**config.mk**
```make
export PLATFORM = sky130hd
export DESIGN_NAME = ca_line_stepper_flat
export DESIGN_NICKNAME = d
export VERILOG_FILES = /design/src/rtl/ca_line_stepper_pkg.sv /design/src/rtl/ca_line_stepper_if.sv /design/src/rtl/ca_rule_word.sv /design/src/rtl/ca_line_stepper.sv /design/src/flat_wrapper.sv
export SDC_FILE = /design/constraint.sdc
export NUM_CORES = 1
export LEC_CHECK = 0
export ABC_AREA = 1
export CORE_ASPECT_RATIO = 1.5
export CORE_MARGIN = 2
export CORE_UTILIZATION = 35
export DETAILED_ROUTE_END_ITERATION = 12
export HOLD_SLACK_MARGIN = 0.06
export SLEW_MARGIN = 25
export SYNTH_ARGS = -nofsm -noshare
export SYNTH_HDL_FRONTEND = slang
export SYNTH_SLANG_ARGS = --single-unit
```
**constraint.sdc**
```tcl
create_clock -name clk -period 6.6 [get_ports clk]
set_input_delay 1.32 -clock clk [delete_from_list [all_inputs] [get_ports clk]]
set_output_delay 1.32 -clock clk [all_outputs]
set_load 0.01 [all_outputs]
```
**src/rtl/ca_line_stepper_pkg.sv**
```systemverilog
// ============================================================================
// ca_line_stepper_pkg : shared constants, state encoding and bank helper
// Revision: 1.0
// ============================================================================
`default_nettype none

package ca_line_stepper_pkg;

  localparam int WORDS = 80;
  localparam int AW    = 8;
  localparam int DW    = 16;

  localparam logic [AW-1:0] BANK0 = 8'd0;
  localparam logic [AW-1:0] BANK1 = 8'd128;

  typedef enum logic [2:0] {
    ST_IDLE  = 3'd0,
    ST_PRIME = 3'd1,
    ST_RUN   = 3'd2,
    ST_DRAIN = 3'd3,
    ST_DONE  = 3'd4
  } state_t;

  function automatic logic [AW-1:0] bank_base(input logic sel);
    return sel ? BANK1 : BANK0;
  endfunction

endpackage

`default_nettype wire

```
**src/rtl/ca_line_stepper_if.sv**
```systemverilog
// ============================================================================
// ca_line_stepper_if : control handshake and RAM port bundle of the stepper
// Revision: 1.0
// ============================================================================
`default_nettype none

interface ca_line_stepper_if;
  import ca_line_stepper_pkg::*;

  logic          start;
  logic          direction;
  logic [7:0]    rule;
  logic          read;
  logic [AW-1:0] raddr;
  logic [DW-1:0] rdata;
  logic          write;
  logic [AW-1:0] waddr;
  logic [DW-1:0] wdata;
  logic          busy;
  logic          done;

  modport master (
    output start, direction, rule, rdata,
    input  read, raddr, write, waddr, wdata, busy, done
  );

  modport slave (
    input  start, direction, rule, rdata,
    output read, raddr, write, waddr, wdata, busy, done
  );

endinterface

`default_nettype wire

```
**src/rtl/ca_rule_word.sv**
```systemverilog
// ============================================================================
// ca_rule_word : one word of an elementary CA generation (bit DW-1 leftmost)
// Revision: 1.0
// ============================================================================
`default_nettype none

module ca_rule_word
  import ca_line_stepper_pkg::*;
(
  input  logic          left,
  input  logic [DW-1:0] word,
  input  logic          right,
  input  logic [7:0]    rule,
  output logic [DW-1:0] next
);

  logic [DW+1:0] ext;

  assign ext = {left, word, right};

  // ext[b+2] is the left neighbour of word[b], ext[b] the right one
  for (genvar b = 0; b < DW; b++) begin : g_bit
    assign next[b] = rule[ext[b+2 -: 3]];
  end

endmodule

`default_nettype wire

```
**src/rtl/ca_line_stepper.sv**
```systemverilog
// ============================================================================
// ca_line_stepper : reads one line from a RAM bank, writes its next CA generation
// Revision: 1.0
// ============================================================================
`default_nettype none

module ca_line_stepper
  import ca_line_stepper_pkg::*;
#(
  parameter bit WRAP = 1'b1
) (
  input  logic             clk,
  input  logic             rst_n,
  ca_line_stepper_if.slave bus
);

  // cycle numbers relative to the accepted start
  localparam logic [AW-1:0] CYC_LEFT       = AW'(3);
  localparam logic [AW-1:0] CYC_WORD0      = AW'(4);
  localparam logic [AW-1:0] CYC_WRITE0     = AW'(5);
  localparam logic [AW-1:0] CYC_LAST_READ  = AW'(WORDS + 1);
  localparam logic [AW-1:0] CYC_LAST_CAP   = AW'(WORDS + 3);
  localparam logic [AW-1:0] CYC_LAST_WRITE = AW'(WORDS + 4);

  state_t        state_q, state_d;
  logic [AW-1:0] cnt_q, cnt_d;
  logic          dir_q, dir_d;
  logic [7:0]    rule_q, rule_d;
  logic          read_q, read_d;
  logic [AW-1:0] raddr_q, raddr_d;
  logic          write_q, write_d;
  logic [AW-1:0] waddr_q, waddr_d;
  logic [DW-1:0] wdata_q, wdata_d;
  logic          busy_q, busy_d;
  logic          done_q, done_d;
  logic          left_q, left_d;
  logic [DW-1:0] cur_q, cur_d;
  logic          msb0_q, msb0_d;

  logic [AW-1:0] cnt_nxt;
  logic          right_bit;
  logic [DW-1:0] next_word;

  assign cnt_nxt   = cnt_q + AW'(1);
  assign right_bit = (cnt_nxt == CYC_LAST_WRITE) ? (WRAP ? msb0_q : 1'b0)
                                                 : bus.rdata[DW-1];

  ca_rule_word u_rule_word (
    .left  (left_q),
    .word  (cur_q),
    .right (right_bit),
    .rule  (rule_q),
    .next  (next_word)
  );

  always_comb begin
    state_d = state_q;
    cnt_d   = cnt_q;
    dir_d   = dir_q;
    rule_d  = rule_q;
    read_d  = 1'b0;
    raddr_d = raddr_q;
    write_d = 1'b0;
    waddr_d = waddr_q;
    wdata_d = wdata_q;
    busy_d  = busy_q;
    done_d  = 1'b0;
    left_d  = left_q;
    cur_d   = cur_q;
    msb0_d  = msb0_q;

    case (state_q)
      ST_IDLE: begin
        if (bus.start) begin
          state_d = ST_PRIME;
          cnt_d   = AW'(1);
          dir_d   = bus.direction;
          rule_d  = bus.rule;
          read_d  = 1'b1;
          raddr_d = bank_base(bus.direction) + AW'(WORDS - 1);
          busy_d  = 1'b1;
        end
      end
      ST_PRIME: begin
        state_d = ST_RUN;
        cnt_d   = cnt_nxt;
        read_d  = 1'b1;
        raddr_d = bank_base(dir_q);
      end
      ST_RUN: begin
        cnt_d = cnt_nxt;
        if (cnt_nxt <= CYC_LAST_READ) begin
          read_d  = 1'b1;
          raddr_d = bank_base(dir_q) + (cnt_nxt - AW'(2));
        end
        if (cnt_nxt == CYC_LEFT) begin
          left_d = WRAP ? bus.rdata[0] : 1'b0;
        end
        if (cnt_nxt >= CYC_WORD0 && cnt_nxt <= CYC_LAST_CAP) begin
          cur_d = bus.rdata;
        end
        if (cnt_nxt == CYC_WORD0) begin
          msb0_d = bus.rdata[DW-1];
        end
        // word i goes out once word i+1 is on rdata
        if (cnt_nxt >= CYC_WRITE0) begin
          write_d = 1'b1;
          waddr_d = bank_base(!dir_q) + (cnt_nxt - CYC_WRITE0);
          wdata_d = next_word;
          left_d  = cur_q[0];
        end
        if (cnt_nxt == CYC_LAST_WRITE) begin
          state_d = ST_DRAIN;
        end
      end
      ST_DRAIN: begin
        state_d = ST_DONE;
        cnt_d   = cnt_nxt;
        busy_d  = 1'b0;
        done_d  = 1'b1;
      end
      ST_DONE: begin
        state_d = ST_IDLE;
      end
      default: begin
        state_d = ST_IDLE;
      end
    endcase
  end

  always_ff @(posedge clk or negedge rst_n) begin
    if (!rst_n) begin
      state_q <= ST_IDLE;
      cnt_q   <= '0;
      dir_q   <= 1'b0;
      rule_q  <= '0;
      read_q  <= 1'b0;
      raddr_q <= '0;
      write_q <= 1'b0;
      waddr_q <= '0;
      wdata_q <= '0;
      busy_q  <= 1'b0;
      done_q  <= 1'b0;
      left_q  <= 1'b0;
      cur_q   <= '0;
      msb0_q  <= 1'b0;
    end else begin
      state_q <= state_d;
      cnt_q   <= cnt_d;
      dir_q   <= dir_d;
      rule_q  <= rule_d;
      read_q  <= read_d;
      raddr_q <= raddr_d;
      write_q <= write_d;
      waddr_q <= waddr_d;
      wdata_q <= wdata_d;
      busy_q  <= busy_d;
      done_q  <= done_d;
      left_q  <= left_d;
      cur_q   <= cur_d;
      msb0_q  <= msb0_d;
    end
  end

  assign bus.read  = read_q;
  assign bus.raddr = raddr_q;
  assign bus.write = write_q;
  assign bus.waddr = waddr_q;
  assign bus.wdata = wdata_q;
  assign bus.busy  = busy_q;
  assign bus.done  = done_q;

endmodule

`default_nettype wire
```
**src/flat_wrapper.sv**
```systemverilog
// flat-port wrapper written by rule: the top's interface ports become plain ports
module ca_line_stepper_flat import ca_line_stepper_pkg::*;
#(
  parameter bit WRAP = 1'b1
)
  (clk, rst_n, bus_start, bus_direction, bus_rule, bus_rdata, bus_read, bus_raddr, bus_write, bus_waddr, bus_wdata, bus_busy, bus_done);
  ca_line_stepper_if bus_i ();
  input  logic clk;
  input  logic rst_n;
  input wire logic [$bits(bus_i.start)-1:0] bus_start;
  input wire logic [$bits(bus_i.direction)-1:0] bus_direction;
  input wire logic [$bits(bus_i.rule)-1:0] bus_rule;
  input wire logic [$bits(bus_i.rdata)-1:0] bus_rdata;
  output wire logic [$bits(bus_i.read)-1:0] bus_read;
  output wire logic [$bits(bus_i.raddr)-1:0] bus_raddr;
  output wire logic [$bits(bus_i.write)-1:0] bus_write;
  output wire logic [$bits(bus_i.waddr)-1:0] bus_waddr;
  output wire logic [$bits(bus_i.wdata)-1:0] bus_wdata;
  output wire logic [$bits(bus_i.busy)-1:0] bus_busy;
  output wire logic [$bits(bus_i.done)-1:0] bus_done;
  assign bus_i.start = bus_start;
  assign bus_i.direction = bus_direction;
  assign bus_i.rule = bus_rule;
  assign bus_i.rdata = bus_rdata;
  assign bus_read = bus_i.read;
  assign bus_raddr = bus_i.raddr;
  assign bus_write = bus_i.write;
  assign bus_waddr = bus_i.waddr;
  assign bus_wdata = bus_i.wdata;
  assign bus_busy = bus_i.busy;
  assign bus_done = bus_i.done;
  ca_line_stepper #(.WRAP(WRAP)) u_core (.clk(clk), .rst_n(rst_n), .bus(bus_i));
endmodule
```
==> metrics, run 1 <==
status=complete, no violations; crit path kind=register to register; Psw=about 1.5 mW; Total Neg Setup Slack=0 ps; routed wire length per instance=between 15 and 20 um; Final Hold Viols=0; H-tree depth=3; Peak supply drop=around 230 uV; Initial Util=about 36%; Die Y=about 140 um; # IOs=64; CP Max Fanout=40; buffers and inverters on the worst path=1; Int Power=between 1.5 and 2 mW; startpoint types=register; TritonCTS clock tree=yes; relative slew slack=a little under half; grt total ovfl=0; maximum clock path buffer count=2; final WL=13200 um; crit-path leading delay family=simple AND/OR/NAND/NOR gates; ANT nets after route=0; combinational share of power=between 50% and 60%; Final period util=between 40% and 50%; Slew @ Worst Pin=approximately 820 ps; Pleak=2.62 nW; crit path capture type=register; top cell type's share of synthesized area=between 40 and 50%; Slowest Stage Delay on Critical Path=about 500 ps; RSZ-0062 raised after global routing=false; Setup Buffers After CTS=0; top cell type by total area after synthesis=dfrtp_1; Yosys warning total=0; largest net degree at the start of global routing=75; Tmin final=roughly 2800 ps; Synth Cell Area=approximately 0.0046 mm^2; PD cells=~560 mW/mm^2; core area=between 0.01 and 0.015 mm^2; Worst Path Required=between 6000 and 7000 ps; Clk pwr share=17.4%; register area share after synthesis=between 40% and 50%; vias per std cell=around 5.3; CTS Sinks=74; worst reg2reg setup slack=~3800 ps; port bufs=63; All-Layer GR Usage=about a fifth; Layout area overhead=22.6%; # rows=between 50 and 60; Setup crit start=u_core.cnt_q[1]$_DFFE_PN0P_; Critical Path AT=3070 ps; Core Util, Final=between 40% and 50%; Crit. path cell count=12; Synth Net Count=between 600 and 700; Crit-path slowest cell=nand2_2; Mapped Avg Cell Area=between 7 and 8 um^2; DR pass1 iterations=6; Sw Ratio=between 40% and 50%; Clock Skew=about 7.4 ps; Total Nets Final=slightly above 700; Clk Latency, worst-skew pair=350 ps; post-cts resize count=0; Final Max Slew Viols=0; max cap viols=0; share of cells above drive strength 1=7.67%; initial antenna violation count=0; die extent in x=roughly 98 um; Yosys reg bits=74; number of global-route vias before repair=between 4000 and 5000; worst r2r src=u_core.cnt_q[1]$_DFFE_PN0P_; r2r worst-path depth=12; Clock Tree Root=clkbuf_16; power share of the sequential group=roughly 29%; FMAX=~350 MHz; count of different cell masters after synthesis=36; GPL Wtd Cong=roughly 0.87; via count=4407; global-route wire length before repair=21500 um; Worst-path clk slew=around 60 ps; die area=between 0.01 and 0.015 mm^2; crit path capture=u_core.bus.wdata[0]$_DFFE_PN0P_; DRC viols=0; Area contributors post-synth=dfrtp_1, nand2_1, o211ai_1; total CTS buffers=9; R2R Path End=u_core.bus.wdata[0]$_DFFE_PN0P_; final setup fails=0; DP Wirelength=~9600 um; cell count after synthesis=623; hold_buf cts=0; Min-Delay Path Class=register to register; cell-by-cell trace of the critical path=ha_1, nand2_1, nor2_2, nand3_2, nand2_4, nand2_2, nor3_4, nand3_2, nand2_2, inv_1, nand3_1, nand2_1; # diodes=0; Starting DRT DRC Count=around 280
worst min-delay path by stage:
stage	from	endpoint	slack, ps	cells past startpoint
finish	u_core.bus.raddr[2]$_DFFE_PN0P_	u_core.bus.raddr[2]$_DFFE_PN0P_	480	2
global route	u_core.bus.raddr[2]$_DFFE_PN0P_	u_core.bus.raddr[2]$_DFFE_PN0P_	510	2
CTS	u_core.bus.wdata[8]$_DFFE_PN0P_	u_core.bus.wdata[8]$_DFFE_PN0P_	490	2
detailed placement	u_core.bus.wdata[8]$_DFFE_PN0P_	u_core.bus.wdata[8]$_DFFE_PN0P_	470	2
global placement	u_core.bus.wdata[6]$_DFFE_PN0P_	u_core.bus.wdata[6]$_DFFE_PN0P_	460	2
floorplan	u_core.msb0_q$_DFFE_PN0P_	u_core.msb0_q$_DFFE_PN0P_	470	2
state kept, by name (all words and copies together), names as in the netlist, 3 cells and up:
| signal | flops |
|---|---|
| u_core.rule_q | 8 |
| u_core.cur_q | 16 |
| u_core.state_q | 3 |
| u_core.bus.wdata | 16 |
| u_core.bus.raddr | 8 |
| u_core.cnt_q | 8 |
| u_core.bus.waddr | 8 |
power groups by stage:
| stage | logic [mW] | registers, mW | clock network, mW |
|---|---|---|---|
| 2_1_floorplan | 1.21 | 0.839 | 0 |
| 3_3_place_gp | 1.69 | 0.909 | 0 |
| 3_5_place_dp | 1.72 | 0.917 | 0 |
| 4_1_cts | 1.73 | 0.909 | 0.564 |
| 5_1_grt | 1.94 | 0.954 | 0.580 |
| 6_report | 1.72 | 0.914 | 0.554 |
metrics by stage:
step	area, um^2	setup WS (ps)	hold WS [ps]	cells	power (mW)
6_report	5640	3760	480	837	3.18
5_1_grt	5640	3410	514	837	3.47
4_1_cts	5630	3680	485	837	3.20
3_5_place_dp	5310	3530	469	822	2.63
3_3_place_gp	5310	3580	463	822	2.60
2_1_floorplan	4600	4350	467	623	2.05
logic make-up (layout without fill, tap and decap cells):
family | after synthesis | after routing | share of synthesized area, %
compound gates | 156 | 156 | 21.0
xor+xnor | 3 | 3 | 0.571
fa+ha+maj | 10 | 10 | 2.88
buf+inv | 86 | 141 | 7.88
flops | 74 | 74 | 40.2
mux | 1 | 1 | 0.245
simple gates | 293 | 293 | 27.2
area by class of cell:
| type | instances | area (um^2) |
|---|---|---|
| clock inverter | 4 | 73.8 |
| clock buffer | 11 | 253 |
| inverter | 63 | 236 |
| tap | 159 | 199 |
| sequential | 74 | 1850 |
| timing repair buffer | 63 | 632 |
| multi-input combinational | 463 | 2400 |
| fill | 1331 | 7250 |
tightest hold or removal path, cell delays in order (launching register included):
cell	delay, ps
dfrtp_1	340
nand2_1	50
nand2_1	50
synthesized netlist by cell type, drive strengths merged:
cell type and count:
a211oi 1, a21oi 29, a31o 7, buf 10, clkbuf 13, clkinv 2, dfrtp 74, fa 1
ha 9, inv 61, mux2 1, nand2 194, nand3 47, nand3b 1, nand4 4, nor2 42
nor3 3, o211ai 44, o21ai 67, o21bai 1, o22ai 7, or2 2, xor2 3
per-layer routing:
layer	wire length, um	vias up	GRT usage [%]	part of all wire (%)
met5	0	-	0	0
met4	611	0	11.9	4.6
met3	452	26	2.90	3.4
met2	7000	121	36.4	53
met1	5100	2063	20.2	39
li1	-	2197	-	-
cell usage in the layout (no fill, tap or decap), drive strengths merged, types with 11 or more instances in the layout:
| master | instances |
|---|---|
| a21oi | 29 |
| clkdlybuf4s50 | 62 |
| inv | 62 |
| clkbuf | 11 |
| nand2 | 194 |
| o211ai | 44 |
| nand3 | 47 |
| dfrtp | 74 |
| nor2 | 42 |
| o21ai | 67 |
(Power assumes the default switching activity.)
==> inputs of run 2 (changes only) <==
- clock period: 6.6 -> 2.44 ns (I/O delays scaled with it)
==> run 2 against run 1 <==
Final area grew 2.1%. Clock-buffer cell count shrank 1. Clock power rose to 2.6 times the previous value. Combinational power increased to 2.8 times the previous value. Flip-flop and latch count is the same. Total power grew to 2.7 times the previous value. Non-clock buffer count rose by 12.
==> metrics, run 2 (synthesis results as in run 1) <==
FMAX=445 MHz (+26%); final WL=13300 um (+0.73%); die extent in x=97.7 um (unchanged); share of cells above drive strength 1=10.0% (+2.3 points); Clk Latency, worst-skew pair=340 ps (about the same); DR pass1 iterations=5 (-1); core area=0.0129 mm^2 (unchanged); Initial Util=35.7% (unchanged); number of global-route vias before repair=4498 (+2.0%); Core Util, Final=44.7% (+0.91 points); max cap viols=0 (unchanged); Setup Buffers After CTS=0 (unchanged); Slowest Stage Delay on Critical Path=440 ps (-70 ps); Int Power=4.69 mW (+180%); ANT nets after route=0 (unchanged); Clock Skew=7.32 ps (-0.0628 ps); PD cells=1520 mW/mm^2 (+170%); Sw Ratio=46.3% (-0.37 points); Total Nets Final=724 (+1.7%); Crit-path slowest cell=fa_1; Final Hold Viols=0 (unchanged); slack of the critical path=192 ps (-3570 ps); Final period util=92.1% (+49 points); Clock Tree Root=clkbuf_16; post-route insts no fill=848 (+1.3%); GPL Wtd Cong=0.880 (+1.1%); CP Max Fanout=6 (-85%); crit path capture type=register; Placed Instances=834 (+1.5%); status=complete, no violations; DRC viols=0 (unchanged); port bufs=63 (unchanged); Clk pwr share=16.4% (-1.0 points); final setup fails=0 (unchanged); # rows=51 (unchanged); Layout area overhead=25.1%; RSZ-0062 raised after global routing=false; via count=4423 (+0.36%); H-tree depth=3 (unchanged); largest net degree at the start of global routing=39 (-48%); crit-path most repeated cell=nor2_1; startpoint types=register; DP Wirelength=10200 um (+6.3%); relative slew slack=62.5% (+17 points); TritonCTS clock tree=yes; # IOs=64 (unchanged); CTS Sinks=74 (unchanged); commonest non-fill, non-tap cells in the layout=nand2_1, dfrtp_1, clkdlybuf4s50_1; Min-Delay Path Class=input port to asynchronous set/reset pin; grt total ovfl=0 (unchanged); total CTS buffers=9 (unchanged); vias per std cell=5.22 (-0.94%); hold_buf cts=0 (unchanged); routed wire length per instance=15.6 um (-0.58%); All-Layer GR Usage=19.8% (+0.46 points); Worst Path Required=2720 ps (-4110 ps); cell-by-cell trace of the critical path=buf_4, inv_2, ha_1, inv_1, fa_1, nand3b_1, nor2_1, nor2_1, o21ai_0, or2_0, nand3_1, nand2_1; combinational share of power=55.7% (+1.8 points); Critical Path AT=2530 ps (-540 ps); Peak supply drop=642 uV (+180%); commonest non-fill, non-tap cell in the layout=nand2_1; Final Max Slew Viols=0 (unchanged); Worst-path clk slew=60 ps (about the same); maximum clock path buffer count=2 (unchanged); # diodes=0 (unchanged); Die Y=144 um (unchanged); power share of the sequential group=28.0% (-0.7 points); global-route wire length before repair=22100 um (+2.4%); worst slack at placement=85.8 ps (-3440 ps); initial antenna violation count=0 (unchanged); Starting DRT DRC Count=230 (-19%); Pleak=2.67 nW (+2.1%); crit path kind=register to register; Tmin final=2250 ps (-590 ps); Psw=4.05 mW (+170%); Total Neg Setup Slack=0 ps (unchanged); die area=0.0141 mm^2 (unchanged); Slew @ Worst Pin=561 ps (-258 ps)
run 2: critical path, delay by kind of cell, from the launching register on:
kind            cells  cell delay, ps
buf+inv             3             330
fa+ha+maj           2             800
simple gates        6             630
compound gates      1              80
flops               1             350
run 2: metal layers:
layer	vias to the layer above	global-route usage (%)	wire length [um]	share of wire (%)
li1	2222	-	-	-
met1	2052	20.6	5030	38
met2	118	36.6	6930	52
met3	31	3.53	562	4.2
met4	0	12.7	733	5.5
met5	-	0	0	0
run 2: what timing repair did:
action                     4_1_cts  5_1_grt
resized for setup                0        8
hold endpoints to repair         0        0
setup endpoints to repair        0       10
run 2: cell type report:
cell class | instances | area, um^2
clock buffers | 10 | 239
clock inverters | 4 | 76.3
fillers | 1301 | 7130
inverters | 63 | 236
multi-input cells | 463 | 2410
flip-flops and latches | 74 | 1850
well taps | 159 | 199
repair buffers | 75 | 743
run 2: worst paths after layout:
check | startpoint | end | slack, ps | cells past startpoint
setup / recovery | u_core.cnt_q[0]$_DFFE_PN0P_ | u_core.bus.waddr[7]$_DFFE_PN0P_ | 190 | 12
hold / removal | rst_n | u_core.cur_q[10]$_DFFE_PN0P_ | 110 | 1
setup reg to reg | u_core.cnt_q[0]$_DFFE_PN0P_ | u_core.bus.waddr[7]$_DFFE_PN0P_ | 190 | 12
hold reg to reg | u_core.bus.raddr[0]$_DFFE_PN0P_ | u_core.bus.raddr[0]$_DFFE_PN0P_ | 480 | 2
max in group asynchronous | rst_n | u_core.bus.waddr[5]$_DFFE_PN0P_ | 1760 | 2
min in group clk | u_core.bus.raddr[0]$_DFFE_PN0P_ | u_core.bus.raddr[0]$_DFFE_PN0P_ | 480 | 2
run 2: power groups by stage:
stage	registers [mW]	logic (mW)	clock network, mW
after floorplan	2.27	3.27	0
after global placement	2.44	4.76	0
after detailed placement	2.45	4.86	0
after CTS	2.44	4.88	1.47
after global routing	2.54	5.46	1.52
final	2.45	4.87	1.43
run 2: through the flow:
step | power, mW | instance area [um^2] | hold WS (ps)
after floorplan | 5.54 | 4600 | 192
after global placement | 7.20 | 5420 | 469
after detailed placement | 7.31 | 5420 | 472
after CTS | 8.79 | 5740 | 125
after global routing | 9.53 | 5760 | 153
final | 8.75 | 5760 | 113
==> inputs of run 3 (changes only) <==
- CORE_MARGIN: 2 -> 1.5
- SYNTH_HIERARCHICAL: unset -> 1
==> run 3 against run 2 <==
Worst setup slack got worse by 48 ps. Synthesized cell count rose by 20%. Register-to-register slack got worse by 50 ps. First-iteration DRC count fell by 6.5%. Utilization fell by 0.80 points. Maximum frequency fell by 2.1%. Via count rose by 12%. Critical path depth rose by 5. Hold slack got worse by 29 ps. Combinational power rose by 32%.
==> metrics, run 3 <==
status=complete, no violations; CTS Sinks=74 (unchanged); Worst-path clk slew=60 ps (about the same); number of global-route vias before repair=4737 (+5.3%); Pleak=3.15 nW (+18%); Area contributors post-synth=dfrtp_1, nand2_1, nand3_1; Die Y=150 um (+4.1%); core area=0.0141 mm^2 (+9.1%); GPL Wtd Cong=0.911 (+3.6%); max cap viols=0 (unchanged); Critical Path AT=2530 ps (about the same); ANT nets after route=0 (unchanged); DRC viols=0 (unchanged); largest net degree at the start of global routing=32 (-18%); commonest non-fill, non-tap cell in the layout=nand2_1; Clock Skew=10.6 ps (+3.27 ps); maximum clock path buffer count=2 (unchanged); CP Max Fanout=5 (-1); final WL=14200 um (+6.7%); Core Util, Final=43.9% (-0.80 points); PD cells=1680 mW/mm^2 (+11%); grt total ovfl=0 (unchanged); total CTS buffers=9 (unchanged); crit path kind=register to register; port bufs=63 (unchanged); Starting DRT DRC Count=215 (-6.5%); global-route wire length before repair=23300 um (+5.7%); Register Area=0.00185 mm^2 (about the same); Yosys reg bits=74 (unchanged); Worst Path Required=2670 ps (-50 ps); cell count after synthesis=749 (+20%); relative slew slack=71.6% (+9.1 points); Top FF cell, synth=dfrtp_1; Total Nets Final=846 (+17%); FMAX=435 MHz (-2.1%); # diodes=0 (unchanged); Slew @ Worst Pin=426 ps (-134 ps); asr flop ratio synth=100% (unchanged); die extent in x=101 um (+3.7%); Yosys warning total=6 (+6); Commonest cells post-synth=nand2_1, nand3_1, dfrtp_1; DP Wirelength=10200 um (+0.66%); Final period util=94.1% (+2.0 points); # rows=53 (+3.9%); die area=0.0152 mm^2 (+8.0%); final setup fails=0 (unchanged); All-Layer GR Usage=19.6% (-0.18 points); Synth Net Count=786 (+19%); Filler cells=1544 (+19%); crit path capture type=register; routed wire length per instance=14.1 um (-10%); area of the multi-input gates=0.00274 mm^2 (+14%); TritonCTS clock tree=yes; Tmin final=2300 ps (+48.3 ps); DR pass1 iterations=4 (-1); Final Max Slew Viols=0 (unchanged); slack of the critical path=144 ps (-48.3 ps); count of different cell masters after synthesis=36 (unchanged); Final Hold Viols=0 (unchanged); Clk Latency, worst-skew pair=340 ps (about the same); EDFF count, synth=0 (unchanged); r2r worst-path depth=17 (+5); Initial Util=36.1% (+0.37 points); startpoint types=register; top cell type's share of synthesized area=36.5% (-3.7 points); Synth Cell Area=0.00507 mm^2 (+10%); Mapped Avg Cell Area=6.77 um^2 (-8.3%); register area share after synthesis=36.5% (-3.7 points); H-tree depth=3 (unchanged); # IOs=64 (unchanged); Layout area overhead=21.7%; most frequent cell after synthesis=nand2_1; initial antenna violation count=0 (unchanged); Clock Tree Root=clkbuf_16; commonest non-fill, non-tap cells in the layout=nand2_1, nand3_1, dfrtp_1; top cell type by total area after synthesis=dfrtp_1; hold_buf cts=0 (unchanged); vias per std cell=4.92 (-5.7%); worst slack at placement=52.1 ps (-33.7 ps); Min-Delay Path Class=input port to asynchronous set/reset pin; share of cells above drive strength 1=12.9% (+2.9 points); Peak supply drop=879 uV (+37%); RSZ-0062 raised after global routing=true; via count=4949 (+12%)
## run 3: changes by cell type after synthesis, moves of 8 or more
cell / change
nand3_1: +45
a21oi_2: -10
a21oi_1: -12
buf_6: +10
clkbuf_1: -13
nand2_1: +184
inv_2: +27
inv_1: -29
mux2_2: +8
nor2_1: -29
o211ai_1: -43
o21ai_0: -31
## run 3: power breakdown
part           switching, mW  internal (mW)
logic                   3.97           2.46
registers              0.637           1.82
clock network          0.571          0.903
total                   5.18           5.18
## run 3: worst paths after layout
| path | from | endpoint | slack [ps] |
|---|---|---|---|
| min in group clk | u_core/bus.wdata[9]$_DFFE_PN0P_ | u_core/bus.wdata[9]$_DFFE_PN0P_ | 470 |
| min reg2reg | u_core/bus.wdata[9]$_DFFE_PN0P_ | u_core/bus.wdata[9]$_DFFE_PN0P_ | 470 |
| max reg2reg | u_core/cnt_q[3]$_DFFE_PN0P_ | u_core/bus.wdata[0]$_DFFE_PN0P_ | 140 |
| min | rst_n | u_core/cur_q[6]$_DFFE_PN0P_ | 80 |
| max in group asynchronous | rst_n | u_core/bus.wdata[1]$_DFFE_PN0P_ | 1770 |
| max | u_core/cnt_q[3]$_DFFE_PN0P_ | u_core/bus.wdata[0]$_DFFE_PN0P_ | 140 |
## run 3: worst max-delay path: stages, from the launching register on
cell and delay (ps):
dfrtp_1 390, ha_1 200, nand2_2 90, nor2_2 130, nand3_1 100, nand2_2 130, nand3_2 100, nor2_2 150
nand2_1 100, mux2_2 330, inv_2 90, nand2_1 50, nand3_1 80, nand2_1 50, nand2_1 50, nand2_1 50
nand2_1 50, nand2_1 50
## run 3: cells by family (layout without fill, tap and decap cells)
kind of cell / after synthesis / after routing / synth area share, %
buffers and inverters: 92 / 157 / 9.86
multiplexers: 10 / 10 / 2.19
AO/OA/AOI/OAI: 57 / 57 / 6.09
flip-flops: 74 / 74 / 36.5
AND/OR/NAND/NOR: 503 / 503 / 42.3
adder cells (fa/ha/maj): 9 / 9 / 2.37
XOR/XNOR: 4 / 4 / 0.691
## run 3: repair_timing
action	in CTS	in global routing
buffers inserted	0	1
setup endpoints to repair	0	2
resized for setup	0	7
## run 3: metrics by stage
stage | setup TNS (ps) | power [mW] | hold slack, ps | cells | cell area, um^2
4_1_cts | 0 | 10.4 | 101 | 1005 | 6140
6_report | 0 | 10.4 | 84.0 | 1006 | 6170
3_5_place_dp | 0 | 8.86 | 465 | 989 | 5820
5_1_grt | -51.5 | 11.4 | 123 | 1006 | 6170
3_3_place_gp | 0 | 8.82 | 458 | 989 | 5820
2_1_floorplan | 0 | 7.08 | 192 | 749 | 5070
## run 3: area by class of cell
class                           instances  share of cell area [%]
Clock buffer                            9                    3.65
Multi-Input combinational cell        583                    44.4
Sequential cell                        74                    30.0
Timing Repair Buffer                   81                    12.8
Clock inverter                          7                    1.60
Tap cell                              192                    3.89
Inverter                               60                    3.65
## run 3: per-layer routing
| layer | global-route usage, % | wire, um | up-vias | share of wire [%] |
|---|---|---|---|---|
| li1 | - | - | 2493 | - |
| met2 | 36.7 | 7750 | 107 | 55 |
| met3 | 2.32 | 378 | 33 | 2.7 |
| met5 | 0 | 0 | - | 0 |
| met1 | 21.6 | 5500 | 2316 | 39 |
| met4 | 9.38 | 533 | 0 | 3.8 |
